`src/rtl/tw_mem_arbiter.sv`:
```
// tw_mem_arbiter: two-requester lock arbiter for the taskwait memory.
// The cutoff (a) and taskwait (b) requesters each take a lock with x_req,
// hold it for a whole access sequence, and drive the memory while granted.
// Tie break favours whoever did not own the memory last.
// Optional feature: define TW_MEM_INIT_EN to zero-fill entries
// 0..NUM_ENTRIES-1 after reset before any grant is given.
module tw_mem_arbiter #(
    parameter int TW_MEM_BITS  = 4,
    parameter int TW_MEM_WIDTH = 101,
    parameter int NUM_ENTRIES  = 16
) (
    input  logic                    clk,
    input  logic                    rstn,
    input  logic                    a_req,
    output logic                    a_gnt,
    input  logic                    a_en,
    input  logic                    a_we,
    input  logic [TW_MEM_BITS-1:0]  a_addr,
    input  logic [TW_MEM_WIDTH-1:0] a_din,
    input  logic                    b_req,
    output logic                    b_gnt,
    input  logic                    b_en,
    input  logic                    b_we,
    input  logic [TW_MEM_BITS-1:0]  b_addr,
    input  logic [TW_MEM_WIDTH-1:0] b_din,
    output logic [TW_MEM_WIDTH-1:0] rd_dout,
    output logic                    mem_clk,
    output logic                    mem_en,
    output logic                    mem_we,
    output logic [TW_MEM_BITS-1:0]  mem_addr,
    output logic [TW_MEM_WIDTH-1:0] mem_din,
    input  logic [TW_MEM_WIDTH-1:0] mem_dout,
    output logic                    init_done,
    output logic                    err
);

    localparam logic [1:0] ST_INIT  = 2'd0;
    localparam logic [1:0] ST_IDLE  = 2'd1;
    localparam logic [1:0] ST_OWN_A = 2'd2;
    localparam logic [1:0] ST_OWN_B = 2'd3;

`ifdef TW_MEM_INIT_EN
    localparam logic [1:0] ST_RESET = ST_INIT;
`else
    localparam logic [1:0] ST_RESET = ST_IDLE;
`endif

    localparam logic [TW_MEM_BITS-1:0] LAST_ADDR = TW_MEM_BITS'(NUM_ENTRIES - 1);

    logic [1:0]              r_state;
    logic [1:0]              w_state_nxt;
    logic                    r_last_b;      // 1: last owner was b
    logic [TW_MEM_BITS-1:0]  r_init_cnt;
    logic                    r_err;
    logic                    w_mem_en;
    logic                    w_mem_we;
    logic                    w_viol;

    // Next-state selection: zero-fill sweep, arbitration, hand-over on release
    always_comb begin
        w_state_nxt = r_state;
        case (r_state)
            ST_INIT: begin
                if (r_init_cnt == LAST_ADDR) w_state_nxt = ST_IDLE;
            end
            ST_IDLE: begin
                if (a_req && b_req)  w_state_nxt = r_last_b ? ST_OWN_A : ST_OWN_B;
                else if (a_req)      w_state_nxt = ST_OWN_A;
                else if (b_req)      w_state_nxt = ST_OWN_B;
            end
            ST_OWN_A: begin
                if (!a_req) w_state_nxt = b_req ? ST_OWN_B : ST_IDLE;
            end
            ST_OWN_B: begin
                if (!b_req) w_state_nxt = a_req ? ST_OWN_A : ST_IDLE;
            end
            default: w_state_nxt = ST_RESET;
        endcase
    end

    // State register, last-owner tracking and zero-fill address counter
    always_ff @(posedge clk) begin
        if (!rstn) begin
            r_state    <= ST_RESET;
            r_last_b   <= 1'b1;
            r_init_cnt <= '0;
        end else begin
            r_state <= w_state_nxt;
            if (r_state == ST_OWN_A && !a_req) r_last_b <= 1'b0;
            if (r_state == ST_OWN_B && !b_req) r_last_b <= 1'b1;
            if (r_state == ST_INIT) r_init_cnt <= r_init_cnt + 1'b1;
        end
    end

    assign a_gnt = (r_state == ST_OWN_A);
    assign b_gnt = (r_state == ST_OWN_B);

    // An enable from a requester that does not hold the lock is a protocol error
    assign w_viol = (a_en && !a_gnt) || (b_en && !b_gnt);

    // Sticky protocol-violation flag, cleared only by reset
    always_ff @(posedge clk) begin
        if (!rstn)       r_err <= 1'b0;
        else if (w_viol) r_err <= 1'b1;
    end

    assign err = r_err;

    // Memory port mux: sweep writes during INIT, owner's signals otherwise
    always_comb begin
        w_mem_en = 1'b0;
        w_mem_we = 1'b0;
        mem_addr = '0;
        mem_din  = '0;
        case (r_state)
            ST_INIT: begin
                w_mem_en = 1'b1;
                w_mem_we = 1'b1;
                mem_addr = r_init_cnt;
            end
            ST_OWN_A: begin
                w_mem_en = a_en;
                w_mem_we = a_we;
                mem_addr = a_addr;
                mem_din  = a_din;
            end
            ST_OWN_B: begin
                w_mem_en = b_en;
                w_mem_we = b_we;
                mem_addr = b_addr;
                mem_din  = b_din;
            end
            default: ;
        endcase
    end

    // Reset masks the strobes combinationally so nothing reaches memory
    // in the reset cycle, even before the state register has been cleared.
    assign mem_en    = w_mem_en & rstn;
    assign mem_we    = w_mem_we & rstn;
    assign mem_clk   = clk;
    assign rd_dout   = mem_dout;
    assign init_done = (r_state != ST_INIT);

endmodule

```
`config.mk`:
```
export PLATFORM = sky130hd
export DESIGN_NAME = tw_mem_arbiter
export DESIGN_NICKNAME = d
export VERILOG_FILES = /design/src/rtl/tw_mem_arbiter.sv
export SDC_FILE = /design/constraint.sdc
export NUM_CORES = 1
export LEC_CHECK = 0
export BUFFER_PORTS_ARGS = -buffer_cell sky130_fd_sc_hd__buf_2
export CORE_AREA = 2 2 208 210
export CTS_CLUSTER_DIAMETER = 80
export DETAILED_ROUTE_END_ITERATION = 8
export DIE_AREA = 0 0 210 212
export MAX_ROUTING_LAYER = met4
export PLACE_DENSITY = 0.3
export SLEW_MARGIN = 10
export SYNTH_ARGS = -nofsm -noshare
export SYNTH_HDL_FRONTEND = slang
export SYNTH_SLANG_ARGS = --single-unit
```
`constraint.sdc`:
```
create_clock -name clk -period 1.4 [get_ports clk]
set_input_delay 0.35 -clock clk [delete_from_list [all_inputs] [get_ports clk]]
set_output_delay 0.35 -clock clk [all_outputs]
set_load 0.005 [all_outputs]
```
==> results.json, run 1 <==
{
  "peakVddDrop_v": 0.0007671,
  "drive_above_1_share": 0.6168,
  "fillers": 4974,
  "outcome": "finished, violations left",
  "worstPathRequired_ns": 1.05,
  "pwr-share-seq": 0.094,
  "final_antenna_net_count": 0,
  "dieWidth_um": 210,
  "worst-setup-path-type": "register to primary output",
  "cp_top_family": "buffers and inverters",
  "synth.top_cells.by_area": "mux2i_1 37%, buf_4 27%, nor2_1 14%",
  "seq_area_frac_synth": 0.05536,
  "place_congestion": 0.7004,
  "hpwl_mm": 11.82,
  "num_io_pins": 532,
  "synthArstFlopShare": 0,
  "finalSetupViolations": 110,
  "p_comb_frac": 0.605,
  "first_pass_iters": 4,
  "synth.distinct_cells": 26,
  "fp.coreArea_um2": 42510,
  "groute.usage.overall": 0.05747,
  "hp-class": "input pin to register",
  "crit_arrival_ns": 1.55,
  "rsz0062_at_grt": "yes",
  "viasPerCell": 2.963,
  "path_cells": "buf_12 -> buf_12 -> mux2i_4 -> nor2_1 -> buf_2",
  "seqCellArea_um2": 167.7,
  "drv_slew": 0,
  "pre_cts_ws_ns": -0.2593,
  "area_delta_synth_final_pct": 75.17,
  "internal-power_uw": 1886,
  "fin_crit_ns": 1.901,
  "cp-end-kind": "primary output",
  "cpPeakStageDelay_ns": 0.42,
  "cp_common_cell": "buf_12",
  "max_clock_freq_mhz": 526.0,
  "synth_seq_cells": 8,
  "start_util": 0.06806,
  "power.switching_uw": 933.2,
  "swShare": 0.3310,
  "ys.flop_type": "dfxtp_1",
  "vias": 3523,
  "grt_max_degree": 71,
  "grt_pass1_wl_mm": 19.19,
  "tritoncts": "built",
  "grt_pass1_vias": 3346,
  "slew_headroom": 0.7617,
  "drc_errors": 0,
  "postSynthCellCount": 392,
  "holdWs_ns": 0.3010,
  "initialDrtViolationCount": 49,
  "post_drt_wl_per_cell_um": 12.33,
  "maxCapViolCount": 0,
  "synth_enable_flop_cells": 0,
  "path_max_fanout": 7,
  "multi_input_area_um2": 1815,
  "clkTransAtPathRegs_ns": 0.04,
  "p_clk_frac": 0.300,
  "synth_top_cells_by_count": "107 x mux2i_1, 105 x nor2_1, 103 x buf_4",
  "cpMaxStageDelayCell": "dfxtp_4",
  "crit_buf_inv": 3,
  "antenna_found_initial": 1,
  "hold_buffers": 0,
  "num-nets-final": 963,
  "finalCritPeriodShare": 1.358,
  "synth.avg_cell_area_um2": 7.380,
  "finalClockSkew_ns": 0.002425,
  "final.setup.tns_ns": -45.10,
  "powerDensity_nw_per_um2": 556.4,
  "synth_most_common_cell": "mux2i_1",
  "worst_slew_pin_slew_ns": 0.3575,
  "port_buffers": 329,
  "synth_fp_nets": 712,
  "yosysTopAreaCellShare": 0.3702,
  "clk_latency_ns": 0.35,
  "synth.cell_area_um2": 2893,
  "layout_setup_ws_ns": -0.5010,
  "die_h_um": 212,
  "start_kind": "register",
  "hold_violations": 0,
  "p_leak_uw": 0.003019,
  "violations": "setup timing",
  "rows": 76,
  "gr-total-overflow": 0,
  "dieArea_um2": 44520,
  "yosys_warnings": 0,
  "drt_wl_total_mm": 14.66,
  "synth_area_leader_cell": "mux2i_1"
}
## stage by stage
| step | instance area [um2] | util | total power [uW] | cells |
|---|---|---|---|---|
| final | 5067 | 0.1192 | 2819 | 1189 |
| after global routing | 5067 | 0.1192 | 3014 | 1189 |
| after floorplan | 2893 | - | 1293 | 392 |
| after detailed placement | 4564 | 0.1074 | 1796 | 1169 |
| after global placement | 4564 | 0.1074 | 1804 | 1169 |
| after CTS | 4840 | 0.1139 | 2722 | 1178 |
## path summary, 6_finish.rpt
check / slack, ns / cells past startpoint / to / from
max: -0.50 / 5 / mem_din[38] / r_state[0]$_SDFFE_PN1P_
min: 0.30 / 3 / r_state[1]$_SDFFE_PN0P_ / a_req
max reg2reg: 0.09 / 6 / r_init_cnt[3]$_SDFFE_PN0N_ / r_state[0]$_SDFFE_PN1P_
min reg2reg: 0.50 / 1 / err$_SDFFE_PN0P_ / err$_SDFFE_PN0P_
## layout by cell type (no fill, tap or decap), types with 2 or more instances in the layout
master and count:
nand2_1 8, buf_6 14, inv_1 2, buf_12 15, clkbuf_16 6, o21ai_0 7
buf_2 328, mux2i_1 95, a21oi_1 4, xor2_1 2, buf_4 13, mux2i_2 6
nor2_1 105, nand2b_1 4, and2_1 3, dfxtp_1 6, dfxtp_4 2, mux2i_4 6
## final cells by class
type	instances	area share
timing repair buffer	371	0.4417
inverter	4	0.003951
clock buffer	7	0.02765
multi-input combinational	252	0.3583
tap	546	0.1348
sequential	8	0.03309
antenna	1	0.0004938
## tightest hold or removal path: cells and delay by family
family                 cells  cell delay, ns
and+or+nand+nor            1            0.08
AOI/OAI and AO/OA          1            0.08
buffers and inverters      1            0.10
## power by group through the flow
| stage | Clock [uW] | Sequential [uW] | Combinational, uW |
|---|---|---|---|
| floorplan | 46.3 | 254 | 992 |
| global placement | 31.0 | 265 | 1510 |
| detailed placement | 31.0 | 265 | 1500 |
| CTS | 859 | 265 | 1600 |
| global route | 881 | 269 | 1860 |
| finish | 847 | 266 | 1710 |
## logic make-up after synthesis
group           Yosys count  synth area share
buf+inv                 132            0.3555
xor+xnor                  2          0.006056
mux                     107            0.3702
compound gates           19           0.03980
flops                     8           0.05536
fa+ha+maj                 1          0.004325
simple gates            123            0.1687
## routing by layer
layer	routed length [um]	track usage	up-vias
met3	1644	0.02024	22
met1	4809	0.04975	1509
li1	-	-	1689
met2	7844	0.1142	303
met5	0	-	-
met4	365	0.01908	0
## flip-flops by register name (all words and copies together) (netlist names)
signal	cells
r_init_cnt	4
r_state	2
err	1
r_last_b	1
## what timing repair did
action | 4_1_cts | 5_1_grt
pin swaps | 1 | 6
endpoints found under the hold margin | 0 | 0
resized for setup | 26 | 23
cloned | 1 | 2
buffers inserted | 2 | 9
endpoints found under the setup margin | 111 | 110
Power figures use the tool's default switching activity.
==> inputs of run 2 (changes only) <==
--- a/config.mk
+++ b/config.mk
@@ -5,13 +5,14 @@
 export SDC_FILE = /design/constraint.sdc
 export NUM_CORES = 1
 export LEC_CHECK = 0
-export BUFFER_PORTS_ARGS = -buffer_cell sky130_fd_sc_hd__buf_2
 export CORE_AREA = 2 2 208 210
 export CTS_CLUSTER_DIAMETER = 80
 export DETAILED_ROUTE_END_ITERATION = 8
 export DIE_AREA = 0 0 210 212
+export DONT_BUFFER_PORTS = 1
 export MAX_ROUTING_LAYER = met4
 export PLACE_DENSITY = 0.3
+export RECOVER_POWER = 50
 export SLEW_MARGIN = 10
 export SYNTH_ARGS = -nofsm -noshare
 export SYNTH_HDL_FRONTEND = slang
==> run 2 against run 1 <==
Effect of this change:
- the run still ends with setup timing left
- critical path depth is 1 lower
- cell area is 30% lower
- flip-flop and latch count stayed put
- count of clock-buffer cells in the layout is 3 lower
- cell count is 28% lower
- global-route usage is 0.13 points lower
- wire length is 3.9% lower
- clock power is 40% lower
==> results.json, run 2 (synthesis results as in run 1) <==
{
  "r2r-start": "r_state[0]$_SDFFE_PN1P_",
  "dieArea_um2": 44520,
  "placedCellCount": 830,
  "hp-class": "input pin to register",
  "viasPerCell": 2.927,
  "crit_arrival_ns": 1.34,
  "vias": 2517,
  "die_h_um": 212,
  "clk_latency_ns": 0.23,
  "grt_pass1_vias": 2358,
  "hold_buffers": 0,
  "maxCapViolCount": 0,
  "cts_sinks": 8,
  "final_cell_mix": "96 x nor2_1, 95 x mux2i_1, 17 x buf_4",
  "final_cell_area_um2": 3533,
  "regMostFlops": "r_init_cnt",
  "fp.coreArea_um2": 42510,
  "powerDensity_nw_per_um2": 596.0,
  "place_area_um2": 2780,
  "numCtsBuffers": 3,
  "worst-setup-path-type": "register to primary output",
  "num_io_pins": 532,
  "min-delay-start": "rstn",
  "seqCellArea_um2": 167.7,
  "finalSetupViolations": 110,
  "path_max_fanout": 9,
  "slew_headroom": 0.8270,
  "holdWs_ns": 0.2104,
  "clkTransAtPathRegs_ns": 0.04,
  "multi_input_area_um2": 1872,
  "drv_slew": 0,
  "drt_wl_total_mm": 14.09,
  "post_drt_wl_per_cell_um": 16.38,
  "num-nets-final": 634,
  "drive_above_1_share": 0.2620,
  "fillers": 4928,
  "fin_crit_ns": 1.694,
  "largest_registers": "r_init_cnt: 4 flops, r_state: 2 flops",
  "area_delta_synth_final_pct": 22.15,
  "layout_setup_ws_ns": -0.2939,
  "first_pass_iters": 4,
  "start_util": 0.06806,
  "hold_path_end": "r_last_b$_SDFFE_PP1P_",
  "busiest_layer": "met2",
  "hold_violations": 0,
  "port_buffers": 0,
  "critPathLaunch": "r_state[0]$_SDFFE_PN1P_",
  "rrSetupSlack_ns": 0.07,
  "htreeDepth": 1,
  "finalClockSkew_ns": 0.005692,
  "gr-total-overflow": 0,
  "groute.usage.overall": 0.05614,
  "grt_use_met3": 0.01935,
  "p_leak_uw": 0.001631,
  "final_antenna_net_count": 0,
  "drc_errors": 0,
  "peakVddDrop_v": 0.0005036,
  "finalCritPeriodShare": 1.210,
  "grt_max_degree": 36,
  "rsz0062_at_grt": "yes",
  "outcome": "finished, violations left",
  "cp-end-kind": "primary output",
  "reg2reg_depth": 6,
  "largest_reg_flops": 4,
  "start_kind": "register",
  "initialDrtViolationCount": 61,
  "final_cells": 860,
  "clockBufferDepth": 2,
  "worstReg2RegEnd": "r_init_cnt[2]$_SDFFE_PN0N_",
  "worstPathRequired_ns": 1.05,
  "grtUsageMet2": 0.1078,
  "grt_pass1_wl_mm": 16.91,
  "worst_slew_pin_slew_ns": 0.2523,
  "max_clock_freq_mhz": 590.3,
  "rows": 76,
  "worstHoldPathCells": 1,
  "violations": "setup timing",
  "grtUsageMet1": 0.04976,
  "antenna_found_initial": 1,
  "finish.utilization": 0.08313,
  "place_congestion": 0.6712,
  "dieWidth_um": 210,
  "hpwl_mm": 9.573,
  "tritoncts": "built",
  "cts_root_buffer": "clkbuf_16",
  "final_common_cell": "nor2_1"
}
==> run 2: cell type report <==
cell class / instances / area share
repair buffers: 45 / 0.1972
well taps: 546 / 0.1933
inverters: 4 / 0.009207
multi-input cells: 252 / 0.5297
diodes: 1 / 0.0007082
clock buffers: 4 / 0.02231
flip-flops and latches: 8 / 0.04745
==> run 2: through the flow <==
step	total power [uW]	TNS, ns	worst slack (ns)
2_1_floorplan	1293	0	0.06889
3_3_place_gp	1139	-7.290	-0.2314
3_5_place_dp	1143	-7.629	-0.3005
4_1_cts	2128	-27.30	-0.3136
5_1_grt	2226	-29.96	-0.3379
6_report	2106	-23.40	-0.2939
==> run 2: power by group <==
| part | leakage [uW] | switching, uW | total, uW | internal [uW] |
|---|---|---|---|---|
| clock network | 0.0000382 | 129 | 510 | 381 |
| registers | 0.0000663 | 24.0 | 267 | 243 |
| logic | 0.00153 | 655 | 1330 | 674 |
| total | 0.00163 | 808 | 2110 | 1300 |
==> run 2: routing by layer <==
layer / share of wire / vias to the layer above / wire (um)
met4: 0.038 / 0 / 533
li1: - / 1043 / -
met2: 0.53 / 315 / 7434
met1: 0.33 / 1113 / 4692
met3: 0.10 / 46 / 1428
met5: 0 / - / 0
==> run 2: worst max-delay path by stage <==
stage                  endpoint  slack [ns]  cells past startpoint
finish              mem_din[13]       -0.29                      4
CTS                 mem_addr[1]       -0.31                      4
global placement         mem_we       -0.23                      5
detailed placement       mem_we       -0.30                      5
floorplan           mem_addr[1]        0.07                      5
global route        mem_din[96]       -0.34                      4
==> run 2: critical path, stage by stage (launching register included) <==
cell and delay [ns]:
dfxtp_4 0.40, buf_8 0.13, buf_16 0.15, mux2i_2 0.31, nor2_1 0.09
==> run 2: what timing repair did <==
item / in CTS / in global routing
resized for setup: 62 / 22
pin swaps: 7 / 16
setup endpoints to repair: 111 / 112
cloned: 11 / 0
buffers inserted: 12 / 5
